**src/rtl/frame_stream_pkg.sv**
```systemverilog
// Shared state encoding and default parameters for the frame stream reader.
package frame_stream_pkg;

  localparam int DEF_DATAWIDTH      = 16;
  localparam int DEF_ADDRESSWIDTH   = 32;
  localparam int DEF_BYTES_PER_WORD = 2;
  localparam int DEF_FRAMECNTWIDTH  = 16;

  typedef enum logic [2:0] {
    ST_IDLE      = 3'd0,
    ST_LAUNCH    = 3'd1,
    ST_STREAM    = 3'd2,
    ST_WAIT_DONE = 3'd3,
    ST_FLUSH     = 3'd4
  } state_t;

endpackage

```
**src/rtl/stream_out_reg.sv**
```systemverilog
// Single-entry output register for the word stream, carrying frame markers.
// Handshake: a beat transfers on a cycle where st_valid and st_ready are both 1;
// data/sop/eop hold while valid is high and ready is low.
module stream_out_reg #(
  parameter int DATAWIDTH = 16
) (
  input  logic                 clk,
  input  logic                 reset,
  input  logic                 flush,
  input  logic                 load,
  input  logic [DATAWIDTH-1:0] data_in,
  input  logic                 sop_in,
  input  logic                 eop_in,
  input  logic                 ready,
  output logic [DATAWIDTH-1:0] data,
  output logic                 valid,
  output logic                 sop,
  output logic                 eop
);

  // The caller only asserts load when the slot is empty or being drained.
  always_ff @(posedge clk or posedge reset) begin
    if (reset) begin
      data  <= '0;
      valid <= 1'b0;
      sop   <= 1'b0;
      eop   <= 1'b0;
    end else if (flush) begin
      valid <= 1'b0;
      sop   <= 1'b0;
      eop   <= 1'b0;
    end else if (load) begin
      data  <= data_in;
      valid <= 1'b1;
      sop   <= sop_in;
      eop   <= eop_in;
    end else if (ready) begin
      valid <= 1'b0;
    end
  end

endmodule

```
**src/rtl/frame_stream_reader.sv**
```systemverilog
// Drives a read master frame by frame and re-emits the fetched words as a
// framed stream with sop/eop; supports abort with FIFO drain.
module frame_stream_reader
  import frame_stream_pkg::*;
#(
  parameter int DATAWIDTH      = DEF_DATAWIDTH,
  parameter int ADDRESSWIDTH   = DEF_ADDRESSWIDTH,
  parameter int BYTES_PER_WORD = DEF_BYTES_PER_WORD,
  parameter int FRAMECNTWIDTH  = DEF_FRAMECNTWIDTH
) (
  input  logic                     clk,
  input  logic                     reset,
  input  logic [ADDRESSWIDTH-1:0]  cfg_base,
  input  logic [ADDRESSWIDTH-1:0]  cfg_frame_bytes,
  input  logic [FRAMECNTWIDTH-1:0] cfg_num_frames,
  input  logic                     cfg_start,
  input  logic                     cfg_abort,
  output logic                     busy,
  output logic                     done,
  output logic                     aborted,
  output logic [FRAMECNTWIDTH-1:0] frames_done,
  output logic                     rm_fixed_location,
  output logic [ADDRESSWIDTH-1:0]  rm_read_base,
  output logic [ADDRESSWIDTH-1:0]  rm_read_length,
  output logic                     rm_go,
  input  logic                     rm_done,
  output logic                     rm_read_buffer,
  input  logic [DATAWIDTH-1:0]     rm_buffer_data,
  input  logic                     rm_data_available,
  output logic [DATAWIDTH-1:0]     st_data,
  output logic                     st_valid,
  input  logic                     st_ready,
  output logic                     st_sop,
  output logic                     st_eop,
  output state_t                   dbg_state
);

  localparam int SHIFT = $clog2(BYTES_PER_WORD);

  state_t state, state_n;

  logic [ADDRESSWIDTH-1:0]  frame_addr, frame_bytes_q, len_q, words_q, words_left;
  logic [FRAMECNTWIDTH-1:0] num_frames_q;
  logic [1:0]               go_age;

  logic [ADDRESSWIDTH-1:0]  start_words;
  logic                     start_empty, last_frame;
  logic                     load, flush, frame_fin, flush_exit;

  assign start_words       = cfg_frame_bytes >> SHIFT;
  assign start_empty       = (start_words == '0) || (cfg_num_frames == '0);
  assign last_frame        = (frames_done + FRAMECNTWIDTH'(1)) == num_frames_q;
  assign rm_fixed_location = 1'b0;
  assign rm_read_base      = frame_addr;
  assign rm_read_length    = len_q;
  assign busy              = (state != ST_IDLE);
  assign dbg_state         = state;

  always_ff @(posedge clk or posedge reset) begin
    if (reset) state <= ST_IDLE;
    else       state <= state_n;
  end

  always_comb begin
    state_n        = state;
    rm_go          = 1'b0;
    rm_read_buffer = 1'b0;
    load           = 1'b0;
    flush          = 1'b0;
    frame_fin      = 1'b0;
    flush_exit     = 1'b0;
    case (state)
      ST_IDLE: begin
        if (cfg_start && !start_empty) state_n = ST_LAUNCH;
      end
      ST_LAUNCH: begin
        rm_go   = 1'b1;
        flush   = cfg_abort;
        state_n = cfg_abort ? ST_FLUSH : ST_STREAM;
      end
      ST_STREAM: begin
        rm_read_buffer = rm_data_available && (words_left != '0) && (!st_valid || st_ready);
        load           = rm_read_buffer;
        flush          = cfg_abort;
        if (cfg_abort)
          state_n = ST_FLUSH;
        else if (load && words_left == ADDRESSWIDTH'(1))
          state_n = ST_WAIT_DONE;
      end
      ST_WAIT_DONE: begin
        flush = cfg_abort;
        // Only the eop beat can be pending here, so "slot empty or draining" means it is accepted.
        if (cfg_abort) begin
          state_n = ST_FLUSH;
        end else if (rm_done && (!st_valid || st_ready)) begin
          frame_fin = 1'b1;
          state_n   = last_frame ? ST_IDLE : ST_LAUNCH;
        end
      end
      ST_FLUSH: begin
        rm_read_buffer = rm_data_available;
        if (rm_done && !rm_data_available && go_age != 2'd0) begin
          flush_exit = 1'b1;
          state_n    = ST_IDLE;
        end
      end
      default: state_n = ST_IDLE;
    endcase
  end

  always_ff @(posedge clk or posedge reset) begin
    if (reset) begin
      frame_addr    <= '0;
      frame_bytes_q <= '0;
      len_q         <= '0;
      words_q       <= '0;
      words_left    <= '0;
      num_frames_q  <= '0;
      frames_done   <= '0;
      done          <= 1'b0;
      aborted       <= 1'b0;
      go_age        <= 2'd3;
    end else begin
      // go_age == 0 on the first cycle after rm_go; FLUSH may exit from the second.
      if (rm_go)               go_age <= 2'd0;
      else if (go_age != 2'd3) go_age <= go_age + 2'd1;

      if (state == ST_IDLE && cfg_start) begin
        frame_addr    <= cfg_base;
        frame_bytes_q <= cfg_frame_bytes;
        len_q         <= start_words << SHIFT;
        words_q       <= start_words;
        num_frames_q  <= cfg_num_frames;
        frames_done   <= '0;
        done          <= start_empty;
        aborted       <= 1'b0;
      end
      if (state == ST_LAUNCH) words_left <= words_q;
      if (load)               words_left <= words_left - ADDRESSWIDTH'(1);
      if (frame_fin) begin
        frames_done <= frames_done + FRAMECNTWIDTH'(1);
        if (last_frame) done <= 1'b1;
        else            frame_addr <= frame_addr + frame_bytes_q;
      end
      if (flush_exit) begin
        done    <= 1'b1;
        aborted <= 1'b1;
      end
    end
  end

  stream_out_reg #(.DATAWIDTH(DATAWIDTH)) u_out (
    .clk     (clk),
    .reset   (reset),
    .flush   (flush),
    .load    (load),
    .data_in (rm_buffer_data),
    .sop_in  (words_left == words_q),
    .eop_in  (words_left == ADDRESSWIDTH'(1)),
    .ready   (st_ready),
    .data    (st_data),
    .valid   (st_valid),
    .sop     (st_sop),
    .eop     (st_eop)
  );

endmodule
```
**config.mk**
```make
export PLATFORM = sky130hd
export DESIGN_NAME = frame_stream_reader
export DESIGN_NICKNAME = d
export VERILOG_FILES = /design/src/rtl/frame_stream_pkg.sv /design/src/rtl/stream_out_reg.sv /design/src/rtl/frame_stream_reader.sv
export SDC_FILE = /design/constraint.sdc
export NUM_CORES = 1
export LEC_CHECK = 0
export ABC_AREA = 1
export BUFFER_PORTS_ARGS = -buffer_cell sky130_fd_sc_hd__clkbuf_2
export CAP_MARGIN = 10
export CORE_ASPECT_RATIO = 0.9
export CORE_UTILIZATION = 33
export CTS_CLUSTER_DIAMETER = 80
export DETAILED_ROUTE_END_ITERATION = 16
export GPL_ROUTABILITY_DRIVEN = 0
export PLACE_DENSITY = 0.64
export SYNTH_ARGS = -nofsm -noshare
export SYNTH_HDL_FRONTEND = slang
export SYNTH_SLANG_ARGS = --single-unit
```
**constraint.sdc**
```tcl
create_clock -name clk -period 4.4 [get_ports clk]
set_clock_uncertainty 0.05 [all_clocks]
set_input_delay 0 -clock clk [delete_from_list [all_inputs] [get_ports clk]]
set_output_delay 0 -clock clk [all_outputs]
set_load 0.01 [all_outputs]
```
Word-level counts from Yosys, hierarchy flattened
Cells that the tools add are included.
Operators by class
  $add $sub $neg: 4
  multipliers: 0
  div/mod/pow operators: 0
  order comparisons: 0
  equality and inequality tests: 12
  shift operators: 0
  multiplexer cells: 40
  bitwise gates (word level): 1
  reduce and logical (&&, ||, !) cells: 28
Operator list (number)
  32-bit two-way mux: 5
  32-bit adder: 1
  32-bit by 1-bit == test with 1-bit output (second input constant): 1
  32-bit by 31-bit == test with 1-bit output: 1
  32-bit zero test: 1
  16-bit two-way mux: 2
  32-bit nonzero test: 1
  32-bit by 1-bit subtractor with 32-bit output (second input constant): 1
  1-bit two-way mux: 22
  3-bit two-way mux: 7
  16-bit by 1-bit adder with 16-bit output (second input constant): 1
  16-bit == test: 1
  16-bit zero test: 1
  3-bit case mux with 5 select lines: 1
  2-bit nonzero test: 6
  1-bit logical AND: 8
  3-bit by 2-bit == test with 1-bit output (second input constant): 2
  2-bit != test (second input constant): 3
  3-bit != test (second input constant): 2
  3-bit nonzero test: 2
  2-bit two-way mux: 2
  4-bit AND reduction: 1
  3-bit by 1-bit == test with 1-bit output (second input constant): 1
  3-bit == test (second input constant): 1
  other kinds (8): 11
Word-level totals
  register bits: 185
  bits in latches: 0
  RAM bits: 0
  bits in read-only memories: 0
  input bits: 103
  output and inout bits: 108
  memories kept: 0

Depth between registers and ports, before layout
Gate-level depths: netlist of run 1.
  word-level depth: 8
  mapped depth: 16
  depth with buffers taken out: 15

Hierarchy
Synthesis of run 1 repeated with hierarchy kept, for this count alone.
Unflattened totals
  cell total of the unflattened synthesis: 1472
  area, all modules: 10452.5 µm²
By module, submodules not included
  frame_stream_reader: times used 1, cells each 1388, area each 9663.0 µm²
  stream_out_reg: times used 1, cells each 84, area each 789.5 µm²

Least setup slack after synthesis of run 1
OpenSTA, ideal clock, no wires.
  path type: register to register
  from: register frame_addr[0] (netlist: rm_read_base[0])
  to: register frame_addr[22] (netlist: rm_read_base[22])
  setup time: 0.066 ns
  arrival: 2.111 ns
  path slack: 2.174 ns
  cell stages (with the launch flop): 14
  path buffers: 0
  period minus slack after synthesis: 2.226 ns
  cells stage by stage: dfrtp_1 > ha_1 > inv_1 > fa_1 > o21ai_0 > nand2_1 > nand2_1 > nand3_1 > nand2_1 > nand2_1 > nand2_1 > xor2_1 > nand3_1 > nand2_1
Between the ends
  word-level cells in the longest chain between the ends: 3
RTL lines
  start, declared: RTL line frame_stream_reader.sv:42  | logic [ADDRESSWIDTH-1:0] frame_addr, frame_bytes_q, len_q, words_q, words_left;
  start signal, assigned: RTL line frame_stream_reader.sv:129  | frame_addr <= cfg_base;
  start signal, assigned: RTL line frame_stream_reader.sv:143  | else frame_addr <= frame_addr + frame_bytes_q;
  32-bit adder: RTL line frame_stream_reader.sv:143
  32-bit two-way mux: RTL line frame_stream_reader.sv:142  | if (last_frame) done <= 1'b1;
  32-bit two-way mux: RTL line frame_stream_reader.sv:140  | if (frame_fin) begin
Every way passes these cells.
A chain may end at the register's enable or synchronous reset.

Worst setup path after layout of run 1
  from: register frames_done[1]
  to: register frame_addr[18] (netlist: rm_read_base[18])
Between the ends
  word-level cells in the longest chain between the ends: 4
RTL lines
  start, declared: RTL line frame_stream_reader.sv:21  | output logic [FRAMECNTWIDTH-1:0] frames_done,
  start signal, assigned: RTL line frame_stream_reader.sv:141  | frames_done <= frames_done + FRAMECNTWIDTH'(1);
  16-bit by 1-bit adder with 16-bit output: RTL line frame_stream_reader.sv:52  | assign last_frame = (frames_done + FRAMECNTWIDTH'(1)) == num_frames_q;
  16-bit == test: RTL line frame_stream_reader.sv:52
  32-bit two-way mux: RTL line frame_stream_reader.sv:142
  32-bit two-way mux: RTL line frame_stream_reader.sv:140
Every way passes these cells.

==> summary.txt, run 1 <==
Outcome
  – Status: finished, final reports clean

Timing
  – Final Setup Violations: 0
  – Final worst-path cycle share: between 60% and 70%
  – Setup tns final: 0 ps
  – Slew Limit Headroom: about 34%
  – Worst-Margin Slew: just under 1000 ps
  – Fmax achieved: 0.355 GHz
  – Final Max Slew Viols: 0
  – RSZ-0062 raised after global routing: no
  – Count of final hold-check violations: 0
  – Crit path time final: 2820 ps

Logic synthesis
  – Synth Register Bits: about 150
  – Top FF cell, synth: dfrtp_1
  – Post-Syn Instances: 1548
  – Mean Syn Cell Area: around 7 µm²
  – Post-synth EDFFs: 0
  – Synth Area in Compound Gates: a little under 10%
  – Register area share after synthesis: between 30% and 40%
  – Mux contribution to synthesized area: 0%
  – Synth top area share: a little over a third
  – Dominant cell type by area after synthesis: dfrtp_1
  – Post-synthesis simple-gate area fraction: a little over a third
  – Commonest cells in the netlist: nand2_1, dfrtp_1, nand3_1
  – Largest family of logic cells by synthesized area: simple AND/OR/NAND/NOR gates
  – Unique masters post-synth: 41
  – Post-Syn Area: between 10000 and 15000 µm²
  – Top-count cell post-synth: nand2_1
  – Yosys warnings: 0
  – Post-synthesis adder-cell area fraction: roughly 4.5%
  – Cells taking the most area after synthesis: dfrtp_1, nand2_1, nand3_1
  – XOR/XNOR Fraction of Synth Area: 4.84%
  – Ys async rst share: between 90% and 100%

Finish
  – Reg area: slightly below 4000 µm²
  – Area of the multi-input gates: 5880 µm²
  – Post-Layout Cell Count: roughly 2200
  – # diodes: 0
  – Synth-to-Final Area Change: 26.8%
  – Share of cells above drive strength 1: ~16%
  – # fillers: 3296
  – Post-route design area: 13500 µm²
  – Net count, final: 1956

Floorplan
  – Initial Util: roughly a third
  – Core region area: approximately 32000 µm²
  – Die boundary height: 173 µm
  – DIE AREA: about 33000 µm²
  – Row count: a little over 60
  – # IOs: ~210
  – Die Span X: between 150 and 200 µm

Routing
  – Vias post-DR: 11414
  – # DRC: 0
  – DR vias/cell: between 5 and 6
  – Average wire per standard cell: between 15 and 20 µm
  – Final WL: 36.8 mm
  – Post-route ant nets: 0
  – Initial DRC count: 886
  – Pre-antenna DRT Iters: 6

Placement
  – Post-Place Cell Area: ~12000 µm²
  – DP Wirelength: between 20 and 30 mm
  – Port bufs: between 200 and 250
  – Placed cells: 2107

Clock tree
  – Clk sinks: around 150
  – Worst-path clk slew: 70 ps
  – Clk_lat worst skew: 450 ps
  – CTS buffer count: 17
  – CTS tree: built
  – Longest Clk Path Bufs: 2
  – Level count of the clock H-tree: 4
  – CTS root buf: clkbuf_16

Global routing
  – Initial antenna violation count: 0
  – Grt ovf: 0
  – Vias in the first global route: about 11000
  – Largest net degree at the start of global routing: between 80 and 90
  – GRT Total Usage: between 20% and 30%
  – Global-route wire length before repair: 57.8 mm

Job
  – Max_cap viols: 0

Power and ir drop
  – Pleak: 6.89 nW
  – Max rail drop VDD: 0.362 mV
  – Pwr Density: between 600 and 700 nW/µm²

Worst setup path
  – Setup Crit Path Kind: reg2reg
  – Crit start category: register
  – Worst R2R Start: frames_done[1]$_DFFE_PP0P_
  – R2r setup slk: ~1600 ps
  – CP Max Fanout: 34
  – R2R Path End: rm_read_base[18]$_DFF_PP0_
  – Worst reg2reg path depth: 14
  – Critical Path RT: between 4000 and 5000 ps
  – Element type at the critical path end: register
  – Worst Path Arrival: approximately 3200 ps

Worst hold path
  – HP Class: in2async
## metal layers
metal  up-vias  part of all wire (%)  GRT usage [%]
met5         -                     0              0
met4         0                   2.0           7.14
met3        30                   8.3           4.42
met2       501                    44           35.0
met1      5319                    45           31.4
li1       5564                     -              -
## cell type report
| class | count | share of cell area [%] |
|---|---|---|
| inverters | 133 | 3.73 |
| well taps | 416 | 3.85 |
| multi-input cells | 1186 | 43.4 |
| clock buffers | 17 | 3.14 |
| clock inverters | 15 | 1.31 |
| flip-flops and latches | 154 | 28.5 |
| repair buffers | 323 | 16.0 |
## critical path, cell delays in order, from the launching register on
cell     delay, ps
dfrtp_1        420
ha_1           250
nand3_1        200
nor2_4         210
nand2_1        100
nand3_1        130
nand3_1         80
nor2_1          90
nand3_1         70
nor2_1         170
nand3_2         90
buf_4          270
nand2_4        350
nand2_1        160
nand2_1         90
## state kept, by name, indices dropped and copies added, names as in the netlist
name / flops
frame_bytes_q: 32
rm_read_base: 32
words_left: 32
frames_done: 16
num_frames_q: 16
u_out.data: 16
dbg_state: 3
go_age: 2
aborted: 1
done: 1
u_out.eop: 1
u_out.sop: 1
u_out.valid: 1
## cell families (layout without fill, tap and decap cells)
kind of cell,Yosys count,after routing
xor+xnor,59,59
other cells,1,2
fa+ha+maj,38,38
compound gates,189,189
simple gates,898,898
flops,154,154
buf+inv,209,488
## what timing repair did
item,in CTS,in global routing
resized for setup,0,0
setup buffers,0,0
hold buffers,105,0
endpoints found under the hold margin,179,0
## through the flow
| step | worst slack, ps | util, % | hold slack, ps | total power, mW |
|---|---|---|---|---|
| floorplan | 204 | - | 59.6 | 6.24 |
| global placement | 1640 | 37.2 | 153 | 7.68 |
| detailed placement | 1590 | 37.2 | 168 | 7.73 |
| CTS | 1580 | 42.4 | 227 | 9.43 |
| global route | 1350 | 42.4 | 263 | 10.3 |
| finish | 1580 | 42.4 | 192 | 9.45 |
## placed cells by master (no fill, tap or decap), drive strengths merged, types with 5 or more instances in the layout
master	n
o211ai	11
o21ai	97
xnor2	13
buf	10
xor2	46
nand2	549
a21o	5
nand3	145
nand4	25
a21oi	46
dlygate4sd3	105
ha	37
o21a	6
inv	139
or2	8
nor4	21
clkbuf	225
nor3	16
nor2	125
dfrtp	152
a22oi	10
clkinv	7
o22ai	9
nand3b	8
## where the power goes
| part | leakage [nW] | internal (mW) | switching (mW) |
|---|---|---|---|
| registers | 1.95 | 2.01 | 0.788 |
| logic | 4.64 | 1.86 | 3.22 |
| clock network | 0.299 | 0.860 | 0.701 |
## worst max-delay path by stage
stage                                from                          to  slack, ps  cells past startpoint
2_1_floorplan                       reset         aborted$_DFFE_PP0P_        200                      1
3_3_place_gp   frames_done[1]$_DFFE_PP0P_  rm_read_base[18]$_DFF_PP0_       1640                     15
3_5_place_dp   frames_done[1]$_DFFE_PP0P_  rm_read_base[18]$_DFF_PP0_       1590                     15
4_1_cts        frames_done[1]$_DFFE_PP0P_  rm_read_base[18]$_DFF_PP0_       1580                     14
5_1_grt        frames_done[1]$_DFFE_PP0P_  rm_read_base[18]$_DFF_PP0_       1350                     15
6_report       frames_done[1]$_DFFE_PP0P_  rm_read_base[18]$_DFF_PP0_       1580                     14
Power figures use the tool's default switching activity.
==> run 2: changes to the inputs <==
--- a/config.mk
+++ b/config.mk
@@ -13,7 +13,7 @@
 export CTS_CLUSTER_DIAMETER = 80
 export DETAILED_ROUTE_END_ITERATION = 16
 export GPL_ROUTABILITY_DRIVEN = 0
-export PLACE_DENSITY = 0.64
+export PLACE_DENSITY = 0.62
 export SYNTH_ARGS = -nofsm -noshare
 export SYNTH_HDL_FRONTEND = slang
 export SYNTH_SLANG_ARGS = --single-unit
==> constraint.sdc (replaced) <==
create_clock -name clk -period 2.65 [get_ports clk]
set_clock_uncertainty 0.05 [all_clocks]
set_input_delay 0 -clock clk [delete_from_list [all_inputs] [get_ports clk]]
set_output_delay 0 -clock clk [all_outputs]
set_load 0.01 [all_outputs]
==> summary.txt, run 2 (synthesis results as in run 1) <==
Floorplan
  – DIE AREA: 33100 µm² (unchanged)
  – Core region area: 31900 µm² (unchanged)
  – Row count: 62 (unchanged)
  – Initial Util: 33.5% (unchanged)
  – # IOs: 211 (unchanged)
  – Die Span X: 192 µm (unchanged)
  – Die boundary height: 173 µm (unchanged)

Clock tree
  – Worst-path clk slew: 70 ps (about the same)
  – Clk_lat worst skew: 450 ps (about the same)
  – Level count of the clock H-tree: 4 (unchanged)
  – Clk sinks: 154 (unchanged)
  – CTS tree: built (unchanged)
  – Longest Clk Path Bufs: 2 (unchanged)
  – CTS root buf: clkbuf_16 (unchanged)
  – CTS buffer count: 17 (unchanged)

Worst setup path
  – Setup Crit Path Kind: reg2reg (unchanged)
  – CP Max Fanout: 32 (was 34)
  – Critical Path RT: 2940 ps (was 4730 ps)
  – R2r setup slk: 240 ps (was 1580 ps)
  – Worst Path Arrival: 2700 ps (was 3150 ps)
  – Worst R2R Start: frames_done[1]$_DFFE_PP0P_ (unchanged)
  – Element type at the critical path end: register (unchanged)
  – Crit start category: register (unchanged)
  – Worst reg2reg path depth: 13 (was 14)
  – R2R Path End: rm_read_base[6]$_DFF_PP0_ (was rm_read_base[18]$_DFF_PP0_)

Power and ir drop
  – Pleak: 6.99 nW (was 6.89 nW)
  – Pwr Density: 1150 nW/µm² (was 698 nW/µm²)
  – Max rail drop VDD: 0.554 mV (was 0.362 mV)

Worst hold path
  – HP Class: in2reg (was in2async)
  – Hold worst-path end: u_out.valid$_DFFE_PP0P_
  – Worst hold start: rm_data_available
  – WHS Path Cells: 5

Routing
  – Average wire per standard cell: 16.3 µm (was 16.4 µm)
  – Post-route ant nets: 0 (unchanged)
  – Vias post-DR: 11427 (was 11414)
  – DR vias/cell: 5.04 (was 5.09)
  – # DRC: 0 (unchanged)
  – Final WL: 36.9 mm (was 36.8 mm)
  – Initial DRC count: 898 (was 886)
  – Pre-antenna DRT Iters: 5 (was 6)

Timing
  – Count of final hold-check violations: 0 (unchanged)
  – Final hold slack: 40.2 ps (was 192 ps)
  – Slew Limit Headroom: 57.9% (was 33.9%)
  – Fmax achieved: 0.415 GHz (was 0.355 GHz)
  – Final Max Slew Viols: 0 (unchanged)
  – Final worst-path cycle share: 91.0% (was 64.1%)
  – Crit path time final: 2410 ps (was 2820 ps)
  – PnR worst setup slack: 240 ps (was 1580 ps)
  – Worst-Margin Slew: 631 ps (was 985 ps)
  – Final Setup Violations: 0 (unchanged)
  – Setup tns final: 0 ps (unchanged)
  – RSZ-0062 raised after global routing: no (unchanged)

Global routing
  – Grt ovf: 0 (unchanged)
  – GRT busiest layer: met2 (unchanged)
  – Initial antenna violation count: 0 (unchanged)
  – Met1 Track Usage GR: 31.1% (was 31.4%)
  – GRT Total Usage: 22.7% (was 22.6%)
  – Global-route wire length before repair: 58.4 mm (was 57.8 mm)
  – Largest net degree at the start of global routing: 103 (was 81)
  – GRT met3 Usage: 4.06% (was 4.42%)
  – Met2 GRT Util: 35.9% (was 35.0%)
  – Vias in the first global route: 10878 (was 10784)

Job
  – Max_cap viols: 0 (unchanged)

Finish
  – Net count, final: 1978 (was 1956)
  – Synth-to-Final Area Change: 28.5% (was 26.8%)
  – Most frequent cells in the layout: nand2_1, clkbuf_2, dfrtp_1, nand3_1, inv_1 (unchanged)
  – Final core occ: 43.0% (was 42.4%)
  – Share of cells above drive strength 1: 16.8% (was 15.5%)
  – # diodes: 0 (unchanged)
  – Commonest non-fill, non-tap cell in the layout: nand2_1 (unchanged)

Placement
  – Port bufs: 208 (unchanged)
  – DP Wirelength: 27.6 mm (was 26.9 mm)
  – DP Worst Slack: 255 ps (was 1590 ps)

Outcome
  – Status: finished, final reports clean (unchanged)
## run 2: worst max path at each step
stage	to	slack, ps	cells after the start	start
after detailed placement	rm_read_base[21]$_DFF_PP0_	260	13	frames_done[0]$_DFFE_PP0P_
after floorplan	rm_read_base[22]$_DFF_PP0_	420	13	rm_read_base[0]$_DFF_PP0_
after CTS	rm_read_base[6]$_DFF_PP0_	230	13	frames_done[0]$_DFFE_PP0P_
after global routing	rm_read_base[7]$_DFF_PP0_	8	13	frames_done[1]$_DFFE_PP0P_
final	rm_read_base[6]$_DFF_PP0_	240	13	frames_done[1]$_DFFE_PP0P_
after global placement	rm_read_base[23]$_DFF_PP0_	280	13	frames_done[0]$_DFFE_PP0P_
## run 2: per-stage QoR
stage	power (mW)	instances	area, µm²
3_3_place_gp	13.1	2131	12100
5_1_grt	17.2	2266	13700
6_report	15.8	2266	13700
4_1_cts	15.8	2265	13700
2_1_floorplan	10.4	1549	10700
3_5_place_dp	13.1	2131	12100
## run 2: critical path, cell delays in order (launching register included)
cell	delay, ps
dfrtp_1	420
ha_2	240
nand2_1	130
nor2_4	200
nand4_1	140
nand2_1	110
nand2_1	50
nand2_1	70
nand3_1	70
nor2_1	170
nand3_2	230
buf_12	230
nand3_1	100
nand2_1	60
## run 2: layout make-up
| type | instances | area [µm²] |
|---|---|---|
| multi-input cells | 1186 | 5900 |
| repair buffers | 345 | 2360 |
| fillers | 3278 | 18200 |
| inverters | 133 | 503 |
| clock buffers | 17 | 425 |
| well taps | 416 | 520 |
| flip-flops and latches | 154 | 3860 |
| clock inverters | 15 | 145 |
## run 2: power by group
part | internal [mW] | switching [mW] | total [mW] | leakage [nW]
Clock | 1.31 | 1.12 | 2.43 | 0.271
Combinational | 3.27 | 5.58 | 8.85 | 4.77
Sequential | 3.35 | 1.18 | 4.53 | 1.94
## run 2: metal layers
layer  share of wire, %  up-vias  wire length [µm]
met2                 45      439             16500
met4                2.7        0              1010
met5                  0        -                 0
met1                 46     5319             16900
met3                6.7       52              2470
li1                   -     5617                 -
## run 2: repair_timing
item                       CTS  global route
buffers inserted             0             1
gates resized for setup      0             7
hold endpoints to repair   119             0
setup endpoints to repair    0            33
hold buffers               102             0
